==> config.mk <==
export PLATFORM = sky130hd
export DESIGN_NAME = regfile_operand_stage
export DESIGN_NICKNAME = d
export VERILOG_FILES = /design/src/rtl/regfile_operand_stage.sv
export SDC_FILE = /design/constraint.sdc
export NUM_CORES = 1
export LEC_CHECK = 0
export ABC_CLOCK_PERIOD_IN_PS = 4110
export CORE_UTILIZATION = 39
export DETAILED_ROUTE_END_ITERATION = 10
export GPL_ROUTABILITY_DRIVEN = 0
export PLACE_DENSITY = 0.57
export REMOVE_ABC_BUFFERS = 1
export SLEW_MARGIN = 15
export SYNTH_ARGS = -nofsm -noshare
export SYNTH_HDL_FRONTEND = slang
export SYNTH_SLANG_ARGS = --single-unit
==> constraint.sdc <==
create_clock -name clk -period 4.11 [get_ports clk]
set_input_delay 0.6165 -clock clk [delete_from_list [all_inputs] [get_ports clk]]
set_output_delay 0.6165 -clock clk [all_outputs]
set_load 0.01 [all_outputs]
==> src/rtl/regfile_operand_stage.sv <==
// 32-entry MIPS register file with post-reset clear sequencer and optional write-to-read bypass.
// Optional debug output wr0_flag is enabled by defining REGFILE_WR0_FLAG_EN.
module regfile_operand_stage #(
  parameter int unsigned DATA_W    = 32,
  parameter bit          BYPASS_EN = 1'b1
) (
  input  logic              clk,
  input  logic              reset,
  input  logic [4:0]        rs_addr,
  input  logic [4:0]        rt_addr,
  input  logic [4:0]        wr_addr,
  input  logic [DATA_W-1:0] wr_data,
  input  logic              regwrite,
  output logic [DATA_W-1:0] rd1,
  output logic [DATA_W-1:0] rd2,
`ifdef REGFILE_WR0_FLAG_EN
  output logic              ready,
  output logic              wr0_flag
`else
  output logic              ready
`endif
);

  typedef enum logic {CLEAR, READY} state_t;

  state_t            state_q, state_d;
  logic [4:0]        idx_q, idx_d;
  logic              user_we;
  logic              mem_we;
  logic [4:0]        mem_waddr;
  logic [DATA_W-1:0] mem_wdata;
  // Entry 0 exists only to keep the index range simple; it is never written or read.
  logic [DATA_W-1:0] mem [0:31];

  always_ff @(posedge clk) begin
    if (reset) begin
      state_q <= CLEAR;
      idx_q   <= 5'd1;
    end else begin
      state_q <= state_d;
      idx_q   <= idx_d;
    end
  end

  always_comb begin
    state_d = state_q;
    idx_d   = idx_q;
    if (state_q == CLEAR) begin
      idx_d = idx_q + 5'd1;
      if (idx_q == 5'd31) state_d = READY;
    end
  end

  assign ready   = (state_q == READY);
  assign user_we = ready && regwrite && (wr_addr != 5'd0);

  // Clear sequencer and write-back share one write port so the array maps onto RAM.
  always_comb begin
    mem_we    = !reset && ((state_q == CLEAR) || user_we);
    mem_waddr = (state_q == CLEAR) ? idx_q : wr_addr;
    mem_wdata = (state_q == CLEAR) ? '0 : wr_data;
  end

  always_ff @(posedge clk) begin
    if (mem_we) mem[mem_waddr] <= mem_wdata;
  end

  function automatic logic [DATA_W-1:0] read_port(input logic [4:0] a);
    if (!ready || (a == 5'd0)) return '0;
    if (BYPASS_EN && user_we && (wr_addr == a)) return wr_data;
    return mem[a];
  endfunction

  always_comb begin
    rd1 = read_port(rs_addr);
    rd2 = read_port(rt_addr);
  end

`ifdef REGFILE_WR0_FLAG_EN
  always_ff @(posedge clk) begin
    if (reset) wr0_flag <= 1'b0;
    else if (ready && regwrite && (wr_addr == 5'd0)) wr0_flag <= 1'b1;
  end
`endif

endmodule
==> flow_summary_export.csv <==
group,metric,value,unit
global_route,grt_util_all_layers,0.263,
cts,cts.sinks,1030,
global_route,grt_pass1_wl,234,mm
floorplan,start_util,0.395,
cts,cts-root-buf,"clkbuf_16",
global_route,grt_max_degree,57,
detailed_routing,avgRoutedWirePerCell,36.0,um
hold_path,whs_path_depth,2,
timing,worst_slack,-1.79,ps
synth,ys_seq_area_frac,0.638,
worst_setup_path,rr_endpoint,"mem[25][0]$_DFFE_PP_",
global_route,grt_pass1_vias,30800,
worst_setup_path,rr_worst_depth,7,
synth,synth_cell_type_count,56,
cells_and_area,drive_above_1_share,0.278,
worst_setup_path,cp_data_arrival_time,3500,ps
cts,cts.reportedPaths.clkPinSlew,60,ps
cts,clock_path_buffers,3,
timing,setup_violations,1,
cells_and_area,final_util,0.465,
worst_setup_path,end_kind,"output port",
timing,slew_viol_final,0,
cells_and_area,final_cell_mix,"1024 x edfxtp_1, 372 x mux4_2, 297 x mux2i_1, 155 x buf_4, 115 x a22oi_1",
global_route,grt_overflow_total,0,
pwr,pwr_density_cell,404,mW/mm2
synth,synth-seq-cells,1030,
timing,fmax,243,MHz
cells_and_area,num-nets-final,2961,
detailed_routing,wl,166,mm
floorplan,die_area,0.126,mm2
detailed_routing,vias,30300,
pwr,irDropWorstVdd,0.344,mV
detailed_routing,viasPerCell,6.56,
timing,period_share,1.00,
detailed_routing,drt_pre_antenna_iters,7,
pwr,leakage,18.5,nW
timing,relSlewSlack,0.164,
worst_setup_path,crit_path_max_fanout,32,
worst_setup_path,regToRegSetupSlack,710,ps
hold_path,hold_end,"idx_q[4]$_SDFFE_PP0N_",
floorplan,rows,128,
worst_setup_path,crit_required,3490,ps
detailed_routing,ant_nets,0,
place,place_hpwl,99.3,mm
worst_setup_path,worstSetupStartpointType,"primary input",
pwr,p_clk_frac,0.418,
timing,layout_min_cycle_time,4110,ps
hold_path,hold_start,"idx_q[4]$_SDFFE_PP0N_",
cells_and_area,mostFrequentLayoutCell,"edfxtp_1",
timing,clock_skew,33.3,ps
synth,async_flop_share,0,
synth,syn_inst,2676,
synth,ys_warn_count,0,
floorplan,die_w,354,um
cts,clock_latency,700,ps
pwr,combPwrFrac,0.082,
cts,hold_buffers,0,
floorplan,die_y,354,um
timing,hold_violations,0,
cts,htree_levels,3,
run_status,outcome,"finished with violations",
place,io_buffers,114,
synth,synth_area,0.0484,mm2
cts,cts_tree,"done",
job,maxCapViolCount,0,
cells_and_area,fin_cells,4617,
floorplan,ios,115,
timing,worstMarginPinSlew,1250,ps
place,placed_cells,4426,
run_status,violations,"setup timing",
cts,post_cts_buffers,0,
worst_setup_path,path_class,"primary input to output port",
synth,synth_ff_type,"edfxtp_1",
worst_setup_path,r2r_start,"ready$_SDFF_PP0_",
hold_path,hp-class,"flip-flop to flip-flop",
pwr,p_switching,5.20,mW
synth,synth_edf_count,1024,
timing,rsz0062_at_grt,"yes",
cts,numCtsBuffers,106,
detailed_routing,drc,0,
pwr,power.internal,17.8,mW
pwr,sw_frac_of_total,0.226,
global_route,antenna_found_initial,0,
pwr,power_frac_seq,0.501,
floorplan,core,0.123,mm2
cells_and_area,syn_to_final_growth,17.7,%
synth,avgSynthCellArea,18.1,um2
detailed_routing,drt-initial-drc-count,3598,
-- synthesized netlist by cell type (23+ instances only) --
cell	number	area share
o21ai_0	70	0.0072
a21oi_1	91	0.0094
o221ai_1	23	0.0042
a22oi_1	115	0.018
buf_4	29	0.0045
and2_1	33	0.0043
mux4_2	372	0.17
a32o_1	30	0.0062
edfxtp_1	1024	0.64
nand2_1	71	0.0055
a221oi_1	98	0.018
clkbuf_1	98	0.0076
buf_2	72	0.0074
nor2_1	47	0.0036
mux2i_1	297	0.061
a211o_1	34	0.0062
-- critical path, stage by stage --
cell and delay [ps]:
clkdlybuf4s50_1 500, buf_4 160, xnor2_1 120, nand3_1 230, buf_4 220, o31ai_4 210, buf_12 360, a21oi_1 120
a211o_1 380, clkdlybuf4s50_1 540
-- through the flow --
stage | hold WS (ps) | total power [mW] | setup TNS [ps] | cell area, um2 | worst slack [ps]
2_1_floorplan | 510 | 12.6 | -43500 | 47300 | -1390
3_3_place_gp | 556 | 13.6 | 0 | 53500 | 78.6
3_5_place_dp | 578 | 13.6 | 0 | 53600 | 75.8
4_1_cts | 588 | 23.2 | 0 | 57000 | 50.9
5_1_grt | 617 | 23.6 | -54.7 | 57000 | -54.7
6_report | 587 | 23.1 | -1.79 | 57000 | -1.79
-- power groups by stage --
stage / logic [mW] / clock network, mW / registers [mW]
floorplan: 0.835 / 0 / 11.7
global placement: 1.86 / 0 / 11.8
detailed placement: 1.86 / 0 / 11.8
CTS: 1.87 / 9.75 / 11.5
global route: 1.96 / 10.1 / 11.5
finish: 1.89 / 9.62 / 11.5
-- layer usage --
metal	vias up	GRT usage	part of all wire	wire length, um
met5	-	0	0	0
li1	12000	-	-	-
met1	16100	0.362	0.40	66000
met2	1815	0.415	0.47	78300
met3	321	0.0629	0.10	17200
met4	0	0.0801	0.030	4920
-- flip-flops by register name (all words and copies together) (netlist names) --
| signal | cells |
|---|---|
| mem | 1024 |
| ready | 1 |
| idx_q | 5 |
-- repair_timing --
| item | in CTS | in global routing |
|---|---|---|
| pin swaps | 0 | 0 |
| resized for setup | 1 | 3 |
| endpoints found under the setup margin | 1 | 9 |
-- area by class of cell --
class / count / area (um2)
Fill cell: 10200 / 65500
Sequential cell: 1030 / 30900
Multi-Input combinational cell: 1418 / 16800
Timing Repair Buffer: 348 / 3900
Clock buffer: 122 / 2730
Tap cell: 1625 / 2030
Clock inverter: 68 / 672
Inverter: 5 / 18.8
Antenna cell: 1 / 2.50
-- logic make-up (layout without fill, tap and decap cells) --
logic type      after synthesis  in the layout  share of synthesized area
flops                      1030           1030                      0.638
buf+inv                     228            543                     0.0236
simple gates                195            195                     0.0190
xor+xnor                     12             12                    0.00217
compound gates              525            525                     0.0791
mux                         684            684                      0.238
fa+ha+maj                     2              2                   0.000517
other cells                   0              1                          0
-- how the worst max path moves through the flow --
| stage | from | end | slack, ps | cells after the start |
|---|---|---|---|---|
| 4_1_cts | wr_addr[1] | rd2[20] | 50 | 9 |
| 3_5_place_dp | wr_addr[1] | rd2[20] | 80 | 9 |
| 2_1_floorplan | rs_addr[2] | rd1[30] | -1390 | 5 |
| 6_report | wr_addr[4] | rd1[25] | -2 | 10 |
| 3_3_place_gp | wr_addr[4] | rd1[25] | 80 | 10 |
| 5_1_grt | wr_addr[4] | rd1[25] | -50 | 10 |
No activity file was read; power rests on OpenSTA's default activity.
